`config.mk`:
```
export PLATFORM = sky130hd
export DESIGN_NAME = alu_mc
export DESIGN_NICKNAME = d
export VERILOG_FILES = /design/src/rtl/alu_pkg.sv /design/src/rtl/alu_mul_iter.sv /design/src/rtl/alu_mc.sv
export SDC_FILE = /design/constraint.sdc
export NUM_CORES = 1
export LEC_CHECK = 0
export CAP_MARGIN = 20
export CORE_MARGIN = 3
export CORE_UTILIZATION = 55
export CTS_BUF_LIST = sky130_fd_sc_hd__clkbuf_8
export DETAILED_ROUTE_END_ITERATION = 12
export PLACE_DENSITY = 0.75
export SLEW_MARGIN = 25
export SYNTH_ARGS = -nofsm -noshare
export SYNTH_HDL_FRONTEND = slang
export SYNTH_SLANG_ARGS = --single-unit
export TNS_END_PERCENT = 50
```
`constraint.sdc`:
```
create_clock -name clk -period 7.43 [get_ports clk]
set_input_delay 1.1145 -clock clk [delete_from_list [all_inputs] [get_ports clk]]
set_output_delay 1.1145 -clock clk [all_outputs]
set_load 0.02 [all_outputs]
```
`src/rtl/alu_pkg.sv`:
```
// Shared types for the multi-cycle execute-stage ALU.
package alu_pkg;

    localparam int unsigned OP_W = 3;

    typedef enum logic [OP_W-1:0] {
        OP_ADD  = 3'b000,
        OP_AND  = 3'b001,
        OP_NOR  = 3'b010,
        OP_NAND = 3'b011,
        OP_SUB  = 3'b100,
        OP_SHL  = 3'b101,
        OP_SHR  = 3'b110,
        OP_MUL  = 3'b111
    } alu_op_e;

    typedef enum logic [1:0] {
        IDLE = 2'd0,
        BUSY = 2'd1,
        DONE = 2'd2
    } alu_state_e;

    typedef struct packed {
        logic z;
        logic n;
        logic c;
        logic v;
    } alu_flags_t;

endpackage

```
`src/rtl/alu_mul_iter.sv`:
```
// Unsigned shift-add multiplier: one partial product per cycle, done pulses WIDTH cycles after start.
module alu_mul_iter #(
    parameter int unsigned WIDTH = 18
) (
    input  logic                 clk,
    input  logic                 rst_n,
    input  logic                 start,
    input  logic [WIDTH-1:0]     a,
    input  logic [WIDTH-1:0]     b,
    output logic                 busy,
    output logic                 done,
    output logic [2*WIDTH-1:0]   product
);
    localparam int unsigned CNT_W = $clog2(WIDTH);

    logic [2*WIDTH-1:0] r_mcand;
    logic [2*WIDTH-1:0] r_acc;
    logic [WIDTH-1:0]   r_mplier;
    logic [CNT_W-1:0]   r_cnt;
    logic               r_busy;
    logic               r_done;

    always_ff @(posedge clk or negedge rst_n) begin
        if (!rst_n) begin
            r_mcand  <= '0;
            r_acc    <= '0;
            r_mplier <= '0;
            r_cnt    <= '0;
            r_busy   <= 1'b0;
            r_done   <= 1'b0;
        end else if (start) begin
            r_mcand  <= {WIDTH'(0), a};
            r_acc    <= '0;
            r_mplier <= b;
            r_cnt    <= '0;
            r_busy   <= 1'b1;
            r_done   <= 1'b0;
        end else if (r_busy) begin
            if (r_mplier[0]) begin
                r_acc <= r_acc + r_mcand;
            end
            r_mcand  <= r_mcand << 1;
            r_mplier <= r_mplier >> 1;
            if (r_cnt == CNT_W'(WIDTH - 1)) begin
                r_cnt  <= '0;
                r_busy <= 1'b0;
                r_done <= 1'b1;
            end else begin
                r_cnt <= r_cnt + CNT_W'(1);
            end
        end else begin
            r_done <= 1'b0;
        end
    end

    assign busy    = r_busy;
    assign done    = r_done;
    assign product = r_acc;

endmodule

```
`src/rtl/alu_mc.sv`:
```
// Multi-cycle ALU with valid/ready handshakes; single-cycle ops finish in one cycle, MUL iterates.
module alu_mc #(
    parameter int unsigned WIDTH = 18,
    parameter int unsigned OP_W  = 3
) (
    input  logic              clk,
    input  logic              rst_n,
    input  logic              in_valid,
    output logic              in_ready,
    input  logic [OP_W-1:0]   op,
    input  logic [WIDTH-1:0]  a,
    input  logic [WIDTH-1:0]  b,
    output logic              out_valid,
    input  logic              out_ready,
    output logic [WIDTH-1:0]  result,
    output logic              flag_z,
    output logic              flag_n,
    output logic              flag_c,
    output logic              flag_v
);
    import alu_pkg::*;

    localparam int unsigned AMT_W = $clog2(WIDTH);

    alu_state_e          r_state;
    logic [WIDTH-1:0]    r_result;
    alu_flags_t          r_flags;
    logic                r_out_valid;

    alu_op_e             w_op;
    logic                w_accept;
    logic                w_mul_start;
    logic                w_mul_busy;
    logic                w_mul_done;
    logic [2*WIDTH-1:0]  w_mul_prod;
    alu_flags_t          w_mul_flg;
    logic [WIDTH:0]      w_sum;
    logic [WIDTH:0]      w_diff;
    logic [WIDTH:0]      w_shl;
    logic [WIDTH:0]      w_shr;
    logic [AMT_W-1:0]    w_amt;
    logic                w_amt_big;
    logic [WIDTH-1:0]    w_res;
    alu_flags_t          w_flg;

    assign w_op        = alu_op_e'(op);
    assign in_ready    = ((r_state == IDLE) || ((r_state == DONE) && out_ready)) && !w_mul_busy;
    assign w_accept    = in_valid && in_ready;
    assign w_mul_start = w_accept && (w_op == OP_MUL);

    alu_mul_iter #(.WIDTH(WIDTH)) u_mul (
        .clk     (clk),
        .rst_n   (rst_n),
        .start   (w_mul_start),
        .a       (a),
        .b       (b),
        .busy    (w_mul_busy),
        .done    (w_mul_done),
        .product (w_mul_prod)
    );

    // Extra MSB/LSB on the shift operands captures the last bit shifted out.
    assign w_sum     = {1'b0, a} + {1'b0, b};
    assign w_diff    = {1'b0, a} - {1'b0, b};
    assign w_amt     = b[AMT_W-1:0];
    assign w_amt_big = 32'(w_amt) >= WIDTH;
    assign w_shl     = {1'b0, a} << w_amt;
    assign w_shr     = {a, 1'b0} >> w_amt;

    always_comb begin
        w_res = '0;
        w_flg = '0;
        case (w_op)
            OP_ADD: begin
                w_res   = w_sum[WIDTH-1:0];
                w_flg.c = w_sum[WIDTH];
                w_flg.v = (a[WIDTH-1] == b[WIDTH-1]) && (w_sum[WIDTH-1] != a[WIDTH-1]);
            end
            OP_AND:  w_res = a & b;
            OP_NOR:  w_res = ~(a | b);
            OP_NAND: w_res = ~(a & b);
            OP_SUB: begin
                w_res   = w_diff[WIDTH-1:0];
                w_flg.c = !w_diff[WIDTH];
                w_flg.v = (a[WIDTH-1] != b[WIDTH-1]) && (w_diff[WIDTH-1] != a[WIDTH-1]);
            end
            OP_SHL: if (!w_amt_big) {w_flg.c, w_res} = w_shl;
            OP_SHR: if (!w_amt_big) {w_res, w_flg.c} = w_shr;
            OP_MUL: w_res = '0;
        endcase
        w_flg.z = (w_res == '0);
        w_flg.n = w_res[WIDTH-1];
    end

    always_comb begin
        w_mul_flg   = '0;
        w_mul_flg.z = (w_mul_prod[WIDTH-1:0] == '0);
        w_mul_flg.n = w_mul_prod[WIDTH-1];
        w_mul_flg.c = |w_mul_prod[2*WIDTH-1:WIDTH];
    end

    // Accept (from IDLE or back-to-back from DONE) takes priority over state-local moves.
    always_ff @(posedge clk or negedge rst_n) begin
        if (!rst_n) begin
            r_state     <= IDLE;
            r_result    <= '0;
            r_flags     <= '0;
            r_out_valid <= 1'b0;
        end else if (w_accept) begin
            if (w_op == OP_MUL) begin
                r_state     <= BUSY;
                r_out_valid <= 1'b0;
            end else begin
                r_state     <= DONE;
                r_result    <= w_res;
                r_flags     <= w_flg;
                r_out_valid <= 1'b1;
            end
        end else begin
            case (r_state)
                BUSY: if (w_mul_done) begin
                    r_state     <= DONE;
                    r_result    <= w_mul_prod[WIDTH-1:0];
                    r_flags     <= w_mul_flg;
                    r_out_valid <= 1'b1;
                end
                DONE: if (out_ready) begin
                    r_state     <= IDLE;
                    r_out_valid <= 1'b0;
                end
                default: r_state <= IDLE;
            endcase
        end
    end

    assign out_valid = r_out_valid;
    assign result    = r_result;
    assign flag_z    = r_flags.z;
    assign flag_n    = r_flags.n;
    assign flag_c    = r_flags.c;
    assign flag_v    = r_flags.v;

endmodule

```
==> results of run 1 <==
[layout make-up]
class,instances,share of cell area (%)
Multi-Input combinational cell,1070,61.7
Sequential cell,121,24.2
Timing Repair Buffer,86,6.59
Tap cell,265,2.65
Inverter,72,2.16
Clock buffer,17,1.87
Clock inverter,14,0.821
[cells in the mapped netlist, types with 9 or more instances]
cell type,n,area (µm²)
sky130_fd_sc_hd__xor2_1,29,254
sky130_fd_sc_hd__nand2_1,113,424
sky130_fd_sc_hd__clkbuf_1,57,214
sky130_fd_sc_hd__nand3_1,48,240
sky130_fd_sc_hd__a22oi_1,14,105
sky130_fd_sc_hd__xnor2_1,33,289
sky130_fd_sc_hd__ha_1,92,1150
sky130_fd_sc_hd__buf_1,9,33.8
sky130_fd_sc_hd__a21oi_1,92,460
sky130_fd_sc_hd__nor4_1,9,56.3
sky130_fd_sc_hd__o22ai_1,21,131
sky130_fd_sc_hd__a221oi_1,13,114
sky130_fd_sc_hd__o211ai_1,16,120
sky130_fd_sc_hd__dfrtp_1,121,3030
sky130_fd_sc_hd__o21ai_1,32,160
sky130_fd_sc_hd__nand2b_1,14,87.6
sky130_fd_sc_hd__nor3_1,20,100
sky130_fd_sc_hd__mux4_2,26,586
sky130_fd_sc_hd__a31oi_1,14,87.6
sky130_fd_sc_hd__a221o_1,21,210
sky130_fd_sc_hd__mux2i_1,55,551
sky130_fd_sc_hd__nor2_1,127,477
sky130_fd_sc_hd__inv_1,65,244
sky130_fd_sc_hd__a211oi_1,18,135
sky130_fd_sc_hd__o21ai_0,84,420
sky130_fd_sc_hd__a21o_1,29,218
sky130_fd_sc_hd__buf_2,11,55.1
[logic make-up after synthesis]
group / share of synthesized area (%)
buffers and inverters: 5.42
XOR/XNOR: 4.79
adder cells (fa/ha/maj): 10.7
AND/OR/NAND/NOR: 16.2
flip-flops: 26.7
AO/OA/AOI/OAI: 24.9
multiplexers: 11.3
[flip-flops by register name (all words and copies together) (netlist names)]
register	count
flag_c	1
flag_v	1
flag_z	1
out_valid	1
r_state	2
result	18
u_mul.busy	1
u_mul.done	1
u_mul.product	36
u_mul.r_cnt	5
u_mul.r_mcand	36
u_mul.r_mplier	18
[power breakdown]
group          switching, W  internal (W)
clock network      0.000298      0.000230
logic               0.00104      0.000749
registers          0.000265      0.000903
[worst register-to-register path: stages, from the launching register on]
cell and delay (ns):
sky130_fd_sc_hd__dfrtp_2 0.68, sky130_fd_sc_hd__nor3b_1 0.59, sky130_fd_sc_hd__and2_1 0.90, sky130_fd_sc_hd__nand2_1 0.25, sky130_fd_sc_hd__nand2_1 0.55, sky130_fd_sc_hd__o2111ai_1 0.18, sky130_fd_sc_hd__nor4b_1 0.34, sky130_fd_sc_hd__nand4bb_1 0.14
sky130_fd_sc_hd__or4_1 0.43, sky130_fd_sc_hd__o41ai_2 0.23
[path summary, 6_finish.rpt]
kind	to	slack, ns	cells past startpoint
setup / recovery	flag_z	1.85	14
hold / removal	result[8]	0.49	2
setup reg to reg	flag_z	3.04	9
hold reg to reg	result[8]	0.49	2
max in group asynchronous	u_mul.r_mcand[16]	5.69	3
min in group asynchronous	u_mul.r_cnt[3]	0.66	1
[layer usage]
metal	share of wire [%]	vias to the layer above	GRT usage, %
li1	-	5009	-
met1	45	5297	50.1
met2	43	583	52.6
met3	8.5	85	6.21
met4	3.1	2	11.1
met5	0.031	-	0
[stage by stage]
stage | hold WS, ns | total power, W | worst slack, ns | instance area, µm²
finish | 0.487 | 0.00348 | 1.85 | 12500
global route | 0.492 | 0.00371 | 1.76 | 12500
CTS | 0.486 | 0.00346 | 2.00 | 12500
detailed placement | 0.471 | 0.00292 | 1.53 | 12100
global placement | 0.456 | 0.00288 | 1.84 | 12100
floorplan | 0.450 | 0.00234 | 2.48 | 11300
==> Flow_metrics.wiki, run 1 <==
{| class="wikitable"
! Metric !! Value
|-
| Total instance count after detailed placement || 1,613
|-
| Post-synthesis async set-or-reset flop share || 100%
|-
| Buffers on Ports || 66
|-
| Clock transition at the registers of the reported paths || 0.08 ns
|-
| Vias || 11,000
|-
| Gpl congestion || 1.07
|-
| Clock sink count || 121
|-
| Fin. max-slew vios || 0
|-
| Utilization of the core after routing || 63.0%
|-
| Startpoint kind of the worst setup timing path || input port
|-
| Worst Clk Skew || 0.0221 ns
|-
| Mean instance size in the synthesized netlist || 8.44 µm²
|-
| Pin count of the biggest net entering global routing || 77
|-
| Worst path max stage delay || 0.71 ns
|-
| Number of placement rows || 51
|-
| Unrepaired setup endpoints after global routing || false
|-
| Post-layout net count || 1,506
|-
| Number of H-tree levels || 4
|-
| Cell-by-cell trace of the critical path || clkdlybuf4s50_1 > buf_4 > inv_2 > ha_1 > or2_1 > a221oi_1 > o221a_1 > mux2i_1 > xnor2_1 > a2111oi_0 > nor4b_1 > nand4bb_1 > or4_1 > o41ai_2
|-
| Footprint of the flip-flops and latches || 3030 µm²
|-
| Slowest cell on the critical path || sky130_fd_sc_hd__a2111oi_0
|-
| Cts repair resizes || 0
|-
| Reported leakage power || 5.60 nW
|-
| Worst Path Required || 7.76 ns
|-
| Final total negative setup slack || 0 ns
|-
| First-pass detailed-route iteration total || 7
|-
| Residual DRC count || 0
|-
| Iter 0 DRT Violations || 1,248
|-
| Global-route wire length before repair || 59.9 mm
|-
| Post-synthesis sequential element count || 121
|-
| Worst Path Buf+Inv || 3
|-
| Data arrival time of the critical path || 5.91 ns
|-
| Commonest cells after routing, fill and taps aside || 126 x sky130_fd_sc_hd__nor2_1, 120 x sky130_fd_sc_hd__dfrtp_1, 112 x sky130_fd_sc_hd__nand2_1, 92 x sky130_fd_sc_hd__a21oi_1, 92 x sky130_fd_sc_hd__ha_1
|-
| Width of the die || 150 µm
|-
| Net count after synthesis || 1,482
|-
| Hold_buf cts || 0
|-
| Count of non-filler cells in the finished layout || 1,645
|-
| Synth-to-Final Area Change || 10.2%
|-
| Total of max-cap violations || 0
|-
| Kind of end point of the critical path || flip-flop
|-
| Least-Margin Pin Slew || 1.03 ns
|-
| Avg Vias per Cell || 6.67
|-
| Post-CTS Setup Repair Bufs || 0
|-
| FILL cells || 1,694
|-
| Maximum achievable frequency || 179 MHz
|-
| Detailed placement HPWL || 28.8 mm
|-
| Clock Tree Buf Depth || 2
|-
| Tightest Hold Check Type || flip-flop to flip-flop
|-
| Leading cell type in the layout, fill and taps excluded || sky130_fd_sc_hd__nor2_1
|-
| Endpoints failing setup || 0
|-
| Total power density per cell area || 279 nW/µm²
|-
| Max rail drop VDD || 0.176 mV
|-
| Most common flop cell mapped by yosys || sky130_fd_sc_hd__dfrtp_1
|-
| Wirelength per Cell || 23.5 µm
|-
| Instance count of the mapped netlist || 1,344
|-
| Number of antenna violations at the first check in global routing || 1
|-
| Number of placed I/O pins || 67
|-
| Count of endpoints failing hold in the final timing report || 0
|-
| Via count of the first global-routing pass || 10,200
|-
| Number of flops mapped to enable cells by yosys || 0
|-
| Sequential element share of the synthesized area || 26.7%
|-
| Number of warnings printed during yosys synthesis || 0
|-
| Combined area of all synthesized cells || 11,300 µm²
|-
| Number of CTS-inserted buffers || 17
|-
| Worst setup path startpoint || b[1]
|-
| TritonCTS clock tree || done
|-
| Share of post-route cells with drive strength above 1 || 7.75%
|-
| Floorplan die area || 22,400 µm²
|-
| Critical path class || input port to flip-flop
|-
| Time the final worst path needs with I/O delays and setup || 5.58 ns
|-
| Floorplan Core Area || 19,800 µm²
|-
| Outcome || complete, no violations
|-
| Total length of routed wires || 38.7 mm
|-
| Post-synthesis cell type count || 83
|-
| Later-pin clock latency in the skew report || 0.45 ns
|-
| Peak fanout along the critical path || 42
|-
| Root cell of the clock tree || sky130_fd_sc_hd__clkbuf_8
|-
| Min-delay src || result[8]
|-
| Category of cells accounting for the largest share of critical-path delay || compound AO/OA/AOI/OAI gates
|-
| Total inserted antenna cells || 0
|-
| ANT nets after route || 0
|-
| Remaining global-route overflow || 0
|-
| Starting utilization of the core area || 57.1%
|-
| Die span in y || 150 µm
|-
| Footprint of the multi-input gates || 7710 µm²
|-
| Relative slew slack || 31.4%
|-
| Global-route usage over all layers || 34.6%
|-
| Fin crit share || 75.1%
|-
| Startpoint of the worst register-to-register path || u_mul.busy
|}
Power figures use the tool's default switching activity.
==> run 2: changes to the inputs <==
==> constraint.sdc (replaced) <==
create_clock -name clk -period 5.6 [get_ports clk]
set_input_delay 0.84 -clock clk [delete_from_list [all_inputs] [get_ports clk]]
set_output_delay 0.84 -clock clk [all_outputs]
set_load 0.02 [all_outputs]
==> Flow_metrics.wiki, run 2 (same netlist as run 1, synthesis figures left out) <==
{| class="wikitable"
! Metric !! Value
|-
| Total length of routed wires || 38.6 mm (-0.17%)
|-
| Fin crit share || 82.5%
|-
| Buffers on Ports || 66 (unchanged)
|-
| Global-route usage over all layers || 34.9% (+0.36 points)
|-
| Data arrival time of the critical path || 4.96 ns (-0.95 ns)
|-
| Relative slew slack || 38.8% (+7.4 points)
|-
| Root cell of the clock tree || sky130_fd_sc_hd__clkbuf_8
|-
| Floorplan die area || 22,400 µm² (unchanged)
|-
| Number of placed I/O pins || 67 (unchanged)
|-
| Maximum achievable frequency || 216 MHz
|-
| Detailed placement HPWL || 29.4 mm (+1.9%)
|-
| Remaining global-route overflow || 0 (unchanged)
|-
| Tightest Hold Check Type || flip-flop to flip-flop
|-
| Iter 0 DRT Violations || 1,164 (-6.7%)
|-
| Kind of end point of the critical path || flip-flop
|-
| Die span in y || 150 µm (unchanged)
|-
| Later-pin clock latency in the skew report || 0.46 ns (about the same)
|-
| Slowest cell on the critical path || sky130_fd_sc_hd__clkdlybuf4s50_1
|-
| Startpoint kind of the worst setup timing path || input port
|-
| Peak fanout along the critical path || 11 (-74%)
|-
| Fin. max-slew vios || 0 (unchanged)
|-
| Cell-by-cell trace of the critical path || clkdlybuf4s50_1 > inv_1 > ha_1 > a221oi_1 > o221a_1 > mux2i_1 > xnor2_1 > a2111oi_0 > nor4b_1 > nand4bb_1 > or4_1 > o41ai_2
|-
| Worst Path Required || 5.94 ns (-1.82 ns)
|-
| Pin count of the biggest net entering global routing || 62 (-19%)
|-
| Critical path class || input port to flip-flop
|-
| Category of cells accounting for the largest share of critical-path delay || compound AO/OA/AOI/OAI gates
|-
| Number of CTS-inserted buffers || 17 (unchanged)
|-
| Min Hold Slack || 0.481 ns (-0.00551 ns)
|-
| Number of antenna violations at the first check in global routing || 0 (-1)
|-
| Utilization of the core after routing || 63.8% (+0.81 points)
|-
| Commonest cells after routing, fill and taps aside || 126 x sky130_fd_sc_hd__nor2_1, 120 x sky130_fd_sc_hd__dfrtp_1, 112 x sky130_fd_sc_hd__nand2_1, 92 x sky130_fd_sc_hd__a21oi_1, 92 x sky130_fd_sc_hd__ha_1
|-
| Cts repair resizes || 0 (unchanged)
|-
| Count of endpoints failing hold in the final timing report || 0 (unchanged)
|-
| Total inserted antenna cells || 0 (unchanged)
|-
| Post-layout net count || 1,518 (+0.80%)
|-
| Post-CTS Setup Repair Bufs || 0 (unchanged)
|-
| Outcome || complete, no violations
|-
| Starting utilization of the core area || 57.1% (unchanged)
|-
| Endpoints failing setup || 0 (unchanged)
|-
| Clock transition at the registers of the reported paths || 0.07 ns (about the same)
|-
| ANT nets after route || 0 (unchanged)
|-
| Global-route wire length before repair || 60.4 mm (+0.84%)
|-
| Unrepaired setup endpoints after global routing || false
|-
| Total of max-cap violations || 0 (unchanged)
|-
| Share of post-route cells with drive strength above 1 || 8.61% (+0.86 points)
|-
| Number of placement rows || 51 (unchanged)
|-
| Wirelength per Cell || 23.3 µm (-0.96%)
|-
| Residual DRC count || 0 (unchanged)
|-
| Reported leakage power || 5.69 nW (+1.5%)
|-
| TritonCTS clock tree || done
|-
| Floorplan Core Area || 19,800 µm² (unchanged)
|-
| Least-Margin Pin Slew || 0.915 ns (-0.114 ns)
|-
| Total power density per cell area || 379 nW/µm² (+36%)
|-
| Vias || 11,000 (+0.48%)
|-
| Gpl congestion || 1.07 (-0.83%)
|-
| Avg Vias per Cell || 6.65 (-0.30%)
|-
| Clock sink count || 121 (unchanged)
|-
| Via count of the first global-routing pass || 10,300 (+0.87%)
|-
| Worst Clk Skew || 0.0162 ns (-0.00582 ns)
|-
| Synth-to-Final Area Change || 11.6%
|-
| Width of the die || 150 µm (unchanged)
|-
| Time the final worst path needs with I/O delays and setup || 4.62 ns
|-
| First-pass detailed-route iteration total || 8 (+1)
|-
| Worst path max stage delay || 0.70 ns (about the same)
|-
| Final total negative setup slack || 0 ns (unchanged)
|-
| Number of H-tree levels || 4 (unchanged)
|-
| Leading cell type in the layout, fill and taps excluded || sky130_fd_sc_hd__nor2_1
|-
| Clock Tree Buf Depth || 2 (unchanged)
|-
| Max rail drop VDD || 0.230 mV (+31%)
|-
| Hold_buf cts || 0 (unchanged)
|-
| Worst Path Buf+Inv || 2 (-1)
|}
## run 2: changes by cell type in the layout (fill, tap and decap cells not counted)
| cell | before | now |
|---|---|---|
| sky130_fd_sc_hd__clkinv_4 | 5 | 0 |
| sky130_fd_sc_hd__inv_6 | 3 | 8 |
| sky130_fd_sc_hd__clkinvlp_4 | 1 | 2 |
| sky130_fd_sc_hd__buf_4 | 20 | 33 |
| sky130_fd_sc_hd__buf_16 | 1 | 0 |
| sky130_fd_sc_hd__clkbuf_8 | 17 | 18 |
| sky130_fd_sc_hd__bufinv_16 | 0 | 3 |
| sky130_fd_sc_hd__clkinv_2 | 5 | 1 |
## run 2: stage by stage
| stage | std cells | worst slack (ns) | power [W] | area (µm²) |
|---|---|---|---|---|
| finish | 1658 | 0.981 | 0.00480 | 12700 |
| global route | 1658 | 0.633 | 0.00512 | 12700 |
| CTS | 1658 | 1.04 | 0.00477 | 12700 |
| detailed placement | 1626 | 0.580 | 0.00389 | 12200 |
| global placement | 1626 | 0.705 | 0.00384 | 12200 |
| floorplan | 1344 | 0.925 | 0.00311 | 11300 |
## run 2: worst paths after layout
check                             startpoint                end  slack, ns  cells after the start
max in group asynchronous              rst_n         u_mul.busy       4.52                      2
min reg2reg                       result[10]         result[10]       0.48                      1
min                               result[10]         result[10]       0.48                      1
max                                     a[2]             flag_z       0.98                     12
max reg2reg                u_mul.product[15]  u_mul.product[35]       2.09                     11
min in group asynchronous              rst_n     u_mul.r_cnt[2]       0.53                      2
## run 2: per-layer routing
layer  GRT usage (%)  up-vias  part of all wire (%)
li1                -     5031                     -
met1            49.8     5323                    43
met2            53.2      579                    44
met3            7.15       96                   9.6
met4            11.8        0                   3.5
met5               0        -                     0
## run 2: area by class of cell
cell class	count	area, µm²
tap	265	332
multi-input combinational	1070	7710
sequential	121	3030
fill	1738	7180
clock buffer	18	248
timing repair buffer	98	893
inverter	72	270
clock inverter	14	180
## run 2: worst reg2reg max path: cells and delay by family, from the launching register on
| kind | cells | cell delay, ns |
|---|---|---|
| and+or+nand+nor | 2 | 0.36 |
| DFF | 1 | 0.47 |
| adders and majority gates | 1 | 0.46 |
| AOI/OAI and AO/OA | 7 | 1.96 |
| muxes | 1 | 0.21 |
## run 2: report_power, final
part / total (W) / switching, W / internal, W
clock: 0.000881 / 0.000418 / 0.000463
combinational: 0.00241 / 0.00141 / 0.00100
sequential: 0.00151 / 0.000308 / 0.00120
==> RTL edit (settings of run 1) <==
Reset style: synchronous (`rst_n`), changed in 2 clocked blocks.
--- a/src/rtl/alu_mul_iter.sv
+++ b/src/rtl/alu_mul_iter.sv
@@ -22,3 +22,3 @@
 
-    always_ff @(posedge clk or negedge rst_n) begin
+    always_ff @(posedge clk) begin
         if (!rst_n) begin
--- a/src/rtl/alu_mc.sv
+++ b/src/rtl/alu_mc.sv
@@ -102,3 +102,3 @@
     // Accept (from IDLE or back-to-back from DONE) takes priority over state-local moves.
-    always_ff @(posedge clk or negedge rst_n) begin
+    always_ff @(posedge clk) begin
         if (!rst_n) begin
Formal check against the unedited RTL: differs if rst_n is asserted again (counterexample within 4 cycles, from zero or initial values and one cycle with rst_n low); with rst_n held inactive, the same outputs for 4 cycles.
==> RTL edit against run 1 <==
- global-route usage is 2.6 points higher
- routed wire length grew 8.5%
- first-iteration DRC count is 15% higher
- non-clock buffer count grew 6
- area after synthesis down 0.71%
- via count increased by 9.3%
- register-to-register slack better by 0.69 ns
- utilization is 0.13 points higher
- design area down 0.11%
- worst setup slack improved by 0.57 ns
- sequential cell count did not move
Power is not compared: it rests on default switching activity, and its combinational part moved more than twofold at a synthesized area within 25%.
==> RTL edit: results (changes against run 1) <==
* Status: complete, no violations
* GPL Wtd Cong at 1.075 (about the same)
* Non-Filler Instances at 1810 (+10%)
* Max-slew headroom at 31.48% (+0.099 points)
* Vias per cell at 6.630 (-0.63%)
* Vias in the first global route at 10940 (+7.2%)
* Share of layout cells above drive strength 1 at 6.990% (-0.76 points)
* Drt initial violations at 1440 (+15%)
* Crit Path Max Fanout at 36 (-14%)
* Synth async-reset ratio at 0% (-100 points)
* Mapped Cells at 1518 (+13%)
* Critical Path RT at 7.81 ns (+0.05 ns)
* Commonest cells post-synth: 173 x nand2_1, 153 x nor2_1, 136 x a21oi_1
* Source of the worst register-to-register timing path: u_mul.product[6]
* # nets final at 1670 (+11%)
* Cell variety after synth at 77 (-7.2%)
* Synth top area cells: dfxtp_1 22%, ha_1 10%, a21oi_1 6.0%, mux2i_1 6.0%, nand2_1 5.8%
* DRT Pass-1 Iters at 6 (-1)
* R2R setup slack at 3.73 ns (+0.69 ns)
* Clock Pin Slew Worst Setup and Hold Paths at 0.10 ns (+0.02 ns)
* Clock skew at 0.02301 ns (+0.0009356 ns)
* Max stage delay on crit path at 0.55 ns (-0.16 ns)
* Place WS at 2.091 ns (+0.5645 ns)
* Yosys top cell area share at 21.51% (-5.2 points)
* Worst-case reg-to-reg path depth at 11 (+2)
* Worst Hold Endpoint: u_mul.r_mplier[7]
* Slowest CP cell: o31ai_1
* DP HPWL at 30690 um (+6.5%)
* Sequential area share after synthesis at 21.51% (-5.2 points)
==> RTL edit: cell count changes after synthesis, sizes merged, moves of 26 or more <==
cell,change
a21oi,+44
nor2,+26
dfrtp,-121
nand2,+60
o21ai,-30
dfxtp,+121
==> RTL edit: area by class of cell <==
cell class / count / share of cell area, %
clock buffers: 17 / 1.874
clock inverters: 15 / 1.623
inverters: 78 / 2.345
multi-input cells: 1222 / 65.32
flip-flops and latches: 121 / 19.41
well taps: 265 / 2.656
repair buffers: 92 / 6.774
==> RTL edit: worst max path at each step <==
stage | depth (start not counted) | from | slack (ns) | endpoint
after floorplan | 16 | b[2] | 2.80 | result[16]
after global placement | 14 | b[2] | 2.16 | result[16]
after detailed placement | 14 | b[2] | 2.09 | result[16]
after CTS | 14 | b[2] | 2.56 | result[16]
after global routing | 14 | b[2] | 2.18 | result[16]
final | 14 | b[2] | 2.43 | result[16]
==> RTL edit: cell families (layout without fill, tap and decap cells) <==
kind of cell	after synthesis	after routing	synth area share, %
and+or+nand+nor	533	533	21.79
AOI/OAI and AO/OA	453	453	25.91
buffers and inverters	175	202	6.222
DFF	121	121	21.51
adders and majority gates	95	95	10.76
muxes	94	94	10.16
xor gates and xnor gates	47	47	3.656
==> RTL edit: power by group through the flow <==
stage / logic [mW] / clock network [mW] / registers, mW
after floorplan: 0.327 / 0 / 0.699
after global placement: 0.515 / 0 / 0.694
after detailed placement: 0.516 / 0 / 0.695
after CTS: 0.520 / 0.693 / 0.680
after global routing: 0.571 / 0.719 / 0.682
final: 0.537 / 0.689 / 0.681
==> RTL edit: metal layers <==
layer	global-route usage, %	share of wire [%]
met1	53.35	43
met2	55.49	43
met3	7.991	11
met4	12.49	3.6
met5	0	0
